`src/rtl/wash_cycle_sequencer.sv`:
```
// wash_cycle_sequencer: sequences a wash / rinse / spin / drain cycle.
// Handles pause/door hold, abort, and a second rinse pass in heavy mode.
module wash_cycle_sequencer #(
    parameter int T_WASH  = 4,
    parameter int T_RINSE = 3,
    parameter int T_SPIN  = 2,
    parameter int T_DRAIN = 2
) (
    input  logic       clk,
    input  logic       rst,
    input  logic       start,
    input  logic [1:0] wash_mode,
    input  logic       pause,
    input  logic       door_open,
    input  logic       abort,
    output logic       wash_motor,
    output logic       rinse_valve,
    output logic       spin_motor,
    output logic       drain_valve,
    output logic [2:0] phase,
    output logic [7:0] remaining,
    output logic       busy,
    output logic       done
);
    typedef enum logic [2:0] {IDLE = 3'd0, WASH = 3'd1, RINSE = 3'd2, SPIN = 3'd3, DRAIN = 3'd4} state_t;

    state_t     state, state_n;
    logic [7:0] rem, rem_n;
    logic [1:0] mode, mode_n, mode_sel;
    logic       rinse, rinse_n, done_n, hold;

    function automatic logic [7:0] scale(input logic [7:0] base, input logic [1:0] m);
        return base * {6'd0, m};
    endfunction

    // mode is kept as the multiplier itself: gentle 1, normal 2, heavy 3
    assign mode_sel = wash_mode == 2'b10 ? 2'd3 : wash_mode == 2'b00 ? 2'd1 : 2'd2;
    assign hold     = pause | door_open;

    always_ff @(posedge clk) begin
        if (rst) begin
            state <= IDLE;
            rem   <= 8'd0;
            mode  <= 2'd1;
            rinse <= 1'b0;
            done  <= 1'b0;
        end else begin
            state <= state_n;
            rem   <= rem_n;
            mode  <= mode_n;
            rinse <= rinse_n;
            done  <= done_n;
        end
    end

    always_comb begin
        state_n = state;
        rem_n   = rem;
        mode_n  = mode;
        rinse_n = rinse;
        done_n  = 1'b0;
        if (state == IDLE) begin
            if (start && !door_open) begin
                state_n = WASH;
                mode_n  = mode_sel;
                rinse_n = 1'b0;
                rem_n   = scale(8'(T_WASH), mode_sel);
            end
        end else if (abort && state != DRAIN) begin
            state_n = DRAIN;
            rem_n   = 8'(T_DRAIN);
        end else if (!hold) begin
            rem_n = rem - 8'd1;
            if (rem <= 8'd1) begin
                case (state)
                    WASH: begin
                        state_n = RINSE;
                        rem_n   = 8'(T_RINSE);
                    end
                    RINSE: begin
                        state_n = mode == 2'd3 && !rinse ? RINSE : SPIN;
                        rem_n   = mode == 2'd3 && !rinse ? 8'(T_RINSE) : scale(8'(T_SPIN), mode);
                        rinse_n = 1'b1;
                    end
                    SPIN: begin
                        state_n = DRAIN;
                        rem_n   = 8'(T_DRAIN);
                    end
                    default: begin
                        state_n = IDLE;
                        rem_n   = 8'd0;
                        done_n  = 1'b1;
                    end
                endcase
            end
        end
    end

    assign phase       = state;
    assign remaining   = rem;
    assign busy        = state != IDLE;
    assign wash_motor  = state == WASH && !hold;
    assign rinse_valve = state == RINSE && !hold;
    assign spin_motor  = state == SPIN && !hold;
    assign drain_valve = state == DRAIN && !hold;
endmodule
```
`config.mk`:
```
export PLATFORM = sky130hd
export DESIGN_NAME = wash_cycle_sequencer
export DESIGN_NICKNAME = d
export VERILOG_FILES = /design/src/rtl/wash_cycle_sequencer.sv
export SDC_FILE = /design/constraint.sdc
export NUM_CORES = 1
export LEC_CHECK = 0
export CAP_MARGIN = 10
export CORE_MARGIN = 2
export CORE_UTILIZATION = 30
export DETAILED_ROUTE_END_ITERATION = 8
export SLEW_MARGIN = 10
export SYNTH_ARGS = -nofsm -noshare
export SYNTH_HDL_FRONTEND = slang
export SYNTH_SLANG_ARGS = --single-unit
```
`constraint.sdc`:
```
create_clock -name clk -period 4.95 [get_ports clk]
set_input_delay 0.99 -clock clk [delete_from_list [all_inputs] [get_ports clk]]
set_output_delay 0.99 -clock clk [all_outputs]
set_load 0.02 [all_outputs]
```
==> results.yml, run 1 <==
outcome:
  status: "finished, final reports clean"
critical_path:
  cp-start-kind: "primary input"
  cpMaxStageDelayCell: "clkdlybuf4s50_1"
  cp.arrival_ns: 2.67
  cpMostUsedCell: "clkdlybuf4s50_1"
  crit_required_ns: 3.96
  path_cells: "clkdlybuf4s50_1, nor2_1, nand2_1, nor3_1, clkdlybuf4s50_1"
  cpLargestDelayFamily: "buffers and inverters"
  cpPeakStageDelay_ns: 0.63
  critPathKind: "in2out"
  end_kind: "primary output"
  crit_buf_inv: 2
  path_max_fanout: 6
route:
  drcViolationCount: 0
  firstDrtPassIters: 4
  vias: 970
  final_antenna_net_count: 0
  wl_per_cell_um: 13.3
  wl_mm: 2.47
  via_per_inst: 5.22
  drt_iter0_markers: 22
timing:
  fin_ws_ns: 1.29
  drv_slew: 0
  period_minus_slack_ns: 3.66
  finalHoldViolCount: 0
  tightest_slew_ns: 0.543
  fin_crit_sh_pct: 74.0
  whs_ns: 0.529
  relSlewSlack_pct: 63.8
  fmax_mhz: 273
  setup_tns_ns: 0
  setup_viol: 0
  fin_skew_ns: 0.00578
  rsz0062_at_grt: "false"
logic_synthesis:
  yosysSeqAreaShare_pct: 31.9
  syn_avg_cell_area_um2: 7.91
  synth-edff-count: 0
  ys_types: 39
  synth_area_um2: 941
  async_flop_share_pct: 0
  ys_dominant_reg_cell: "dfxtp_1"
  synth_nets: 129
  syn-instance-count: 119
  ys_warn_count: 0
  ys_seq_elements: 15
clock_network:
  cts_buffers: 3
  clk_latency_ns: 0.28
  htreeDepth: 1
  cts.sinks: 15
  cts.clk_slew.worst_paths_ns: 0.09
  cts-root-buf: "clkbuf_4"
  postCtsSetupBuffers: 0
  cts_tree: "built"
  cts_resized: 0
  clockBufferDepth: 2
  hold_buffers: 0
pwr:
  report.power.total_mw: 0.539
  powerDensity_nw_per_um2: 433
  clkPwrFrac_pct: 12.9
  power.internal_mw: 0.306
  switching_share_pct: 43.1
  p_sw_mw: 0.232
  p_seq_share_pct: 33.0
  vdd_drop_max_uv: 190
  leakagePower_nw: 0.454
  power_frac_comb_pct: 54.1
layout:
  drive_above_1_share_pct: 5.63
  design_area_um2: 1240
  nets: 153
  syn_to_final_growth_pct: 32.0
  fillCellCount: 322
  antenna_cells: 0
  final_util_pct: 41.0
  final_cells: 186
die:
  initial_utilization_pct: 31.1
  dieArea_um2: 3600
  die_w_um: 60.0
  core-area_um2: 3030
  rows: 20
  dieHeight_um: 60.0
  io_pins: 25
global_route:
  grt_max_degree: 17
  grt_overflow: 0
  track_usage_pct: 15.2
  antenna_found_initial: 0
  grt_pass1_vias: 914
  grt_pass1_wl_mm: 4.12
placed_design:
  post-place-ws_ns: 1.32
  place_hpwl_mm: 1.83
  placed_area_um2: 1220
  io_buffers: 24
  dp.cells: 182
  gp_congestion: 0.880
run:
  max_cap_viol_count: 0
min_path:
  hp-class: "reg2reg"
-- cells in the mapped netlist, types with 3 or more instances --
cell	count	share of area, %
a211oi_1	3	2.4
a21oi_1	4	2.1
clkbuf_1	4	1.6
dfxtp_1	15	32
inv_1	6	2.4
mux2i_1	3	3.2
nand2_1	9	3.6
nand3_1	6	3.2
nor2_1	17	6.8
nor3_1	5	2.7
o21ai_0	7	3.7
xor2_1	5	4.7
-- cells by family after synthesis --
logic type | share of synthesized area (%)
AOI/OAI and AO/OA | 20.5
xor gates and xnor gates | 4.65
adders and majority gates | 2.66
buffers and inverters | 4.52
DFF | 31.9
muxes | 3.19
and+or+nand+nor | 32.6
-- power groups by stage --
stage | logic (mW) | clock network, mW | registers (mW)
floorplan | 0.191 | 0 | 0.189
global placement | 0.290 | 0 | 0.179
detailed placement | 0.290 | 0 | 0.180
CTS | 0.292 | 0.0718 | 0.177
global route | 0.319 | 0.0790 | 0.183
finish | 0.291 | 0.0697 | 0.178
-- final timing paths --
kind	slack [ns]	start	end	cells past startpoint
worst min-delay path	0.53	mode[1]$_SDFFE_PP0P_	mode[1]$_SDFFE_PP0P_	2
worst max-delay path	1.29	door_open	wash_motor	5
worst max register to register	2.74	phase[1]$_SDFFE_PP0P_	phase[1]$_SDFFE_PP0P_	5
worst min register to register	0.53	mode[1]$_SDFFE_PP0P_	mode[1]$_SDFFE_PP0P_	2
-- layout by cell type (no fill, tap or decap), types with 2 or more instances in the layout --
cell	synthesis	layout
nand3_1	6	6
inv_1	6	6
clkbuf_4	0	3
nor3_1	5	5
nor2b_1	2	2
or3_1	2	2
nor4_1	2	2
nand2_1	9	9
o21ai_0	7	7
o32ai_1	2	2
or4_4	2	2
clkdlybuf4s50_1	0	24
xor2_1	5	5
a21oi_1	4	4
dfxtp_1	15	15
mux2i_1	3	3
a211oi_1	3	3
and2_1	2	2
a22oi_1	2	2
ha_1	2	2
nor2_1	17	17
-- layout make-up --
type | instances | area, µm² | area share [%]
Sequential cell | 15 | 300 | 24.2
Tap cell | 44 | 55.1 | 4.43
Multi-Input combinational cell | 93 | 598 | 48.1
Inverter | 6 | 22.5 | 1.81
Clock buffer | 4 | 26.3 | 2.11
Timing Repair Buffer | 24 | 240 | 19.3
-- state kept, by name, summed over array words and instances, names as in the netlist --
name	flops
done	1
rinse	1
remaining	8
phase	3
mode	2
-- metal layers --
layer | share of wire (%) | GRT usage, % | vias to the layer above
met5 | 0 | 0 | -
li1 | - | - | 485
met1 | 51 | 20.9 | 454
met2 | 43 | 23.1 | 27
met3 | 5.5 | 3.03 | 4
met4 | 0.85 | 6.35 | 0
-- tightest hold or removal path, cell delays in order (launching register included) --
cell and delay [ns]:
dfxtp_1 0.34, nor2_1 0.10, a211oi_1 0.05
No activity file was read; power rests on OpenSTA's default activity.
==> inputs of run 2 (changes only) <==
- clock period: 4.95 -> 2.9 ns (I/O delays scaled with it)
==> results.yml, run 2 (same netlist as run 1, synthesis figures left out) <==
timing:
  setup_viol: 0
  tightest_slew_ns: 0.502
  fin_skew_ns: 0.00110
  relSlewSlack_pct: 66.5
  setup_tns_ns: 0
  period_minus_slack_ns: 2.78
  rsz0062_at_grt: "false"
  finalHoldViolCount: 0
  fin_crit_sh_pct: 95.8
  fmax_mhz: 360
  drv_slew: 0
pwr:
  vdd_drop_max_uv: 342
  powerDensity_nw_per_um2: 738
  leakagePower_nw: 0.477
layout:
  area.sequential_um2: 300
  largest_reg_flops: 8
  nets: 154
  final_cell_mix: "23 x clkdlybuf4s50_1, 16 x nor2_1, 15 x dfxtp_1, 9 x nand2_1, 7 x o21ai_0"
  fillCellCount: 321
  drive_above_1_share_pct: 6.99
  final_cells: 187
  syn_to_final_growth_pct: 33.4
  final_common_cell: "clkdlybuf4s50_1"
  multi_input_area_um2: 601
  antenna_cells: 0
die:
  dieHeight_um: 60.0
  die_w_um: 60.0
  initial_utilization_pct: 31.1
  dieArea_um2: 3600
  io_pins: 25
  rows: 20
  core-area_um2: 3030
critical_path:
  cp-start-kind: "primary input"
  path_max_fanout: 6
  reg2reg_depth: 5
  critPathKind: "in2out"
  reg2reg_from: "phase[1]$_SDFFE_PP0P_"
  crit_required_ns: 2.32
  ff2ff_setup_slack_ns: 0.71
  end_kind: "primary output"
  cp.arrival_ns: 2.20
  r2r-end: "phase[1]$_SDFFE_PP0P_"
clock_network:
  cts_tree: "built"
  cts.sinks: 15
  clk_latency_ns: 0.28
  postCtsSetupBuffers: 0
  clockBufferDepth: 2
  hold_buffers: 0
  htreeDepth: 1
  cts-root-buf: "clkbuf_4"
  cts_buffers: 3
  cts.clk_slew.worst_paths_ns: 0.09
  cts_resized: 0
global_route:
  grt_max_degree: 17
  grt_pass1_vias: 971
  grt_pass1_wl_mm: 4.31
  grt_overflow: 0
  track_usage_pct: 15.9
  antenna_found_initial: 0
route:
  via_per_inst: 5.28
  drt_iter0_markers: 39
  vias: 987
  wl_mm: 2.58
  final_antenna_net_count: 0
  wl_per_cell_um: 13.8
  firstDrtPassIters: 4
  drcViolationCount: 0
placed_design:
  gp_congestion: 0.889
  dp.cells: 183
  place_hpwl_mm: 1.91
  io_buffers: 24
min_path:
  whs_endpoint: "mode[0]$_SDFFE_PP1P_"
  holdCritStartpoint: "mode[0]$_SDFFE_PP1P_"
  worstHoldPathCells: 2
  hp-class: "reg2reg"
run:
  max_cap_viol_count: 0
outcome:
  status: "finished, final reports clean"
run 2: power breakdown:
part	internal, mW	switching [mW]	total (mW)
combinational	0.233	0.269	0.502
sequential	0.240	0.0634	0.304
clock	0.0534	0.0666	0.120
total	0.527	0.399	0.926
run 2: metrics by stage:
step | instance area [µm²] | hold slack (ns) | total power, mW | utilization [%] | worst slack [ns]
floorplan | 941 | 0.475 | 0.648 | - | 0.735
global placement | 1220 | 0.513 | 0.806 | 40.4 | 0.124
detailed placement | 1220 | 0.521 | 0.806 | 40.4 | 0.0774
CTS | 1250 | 0.542 | 0.930 | 41.3 | 0.0740
global route | 1250 | 0.575 | 0.993 | 41.4 | 0.00623
finish | 1250 | 0.539 | 0.926 | 41.4 | 0.122
run 2: worst max path at each step:
stage / start / slack [ns] / to / cells past startpoint
finish: door_open / 0.12 / wash_motor / 5
global placement: door_open / 0.12 / drain_valve / 5
global route: door_open / 0.006 / wash_motor / 5
floorplan: phase[1]$_SDFFE_PP0P_ / 0.74 / rinse_valve / 3
detailed placement: door_open / 0.08 / drain_valve / 5
CTS: door_open / 0.07 / drain_valve / 5
run 2: critical path: stages:
cell	delay, ns
clkdlybuf4s50_1	0.51
nor2_2	0.21
nand2_1	0.10
nor3_1	0.16
clkdlybuf4s50_1	0.63
run 2: routing by layer:
metal  up-vias  global-route usage, %  share of wire [%]
met4         0                   6.03               0.78
met5         -                      0                  0
met2        33                   27.0                 46
li1        486                      -                  -
met3         4                   2.60                5.5
met1       464                   19.9                 47
run 2: area by class of cell:
type	instances	share of cell area [%]
flip-flops and latches	15	23.9
repair buffers	25	19.9
multi-input cells	93	47.9
clock buffers	4	2.09
well taps	44	4.39
inverters	6	1.79
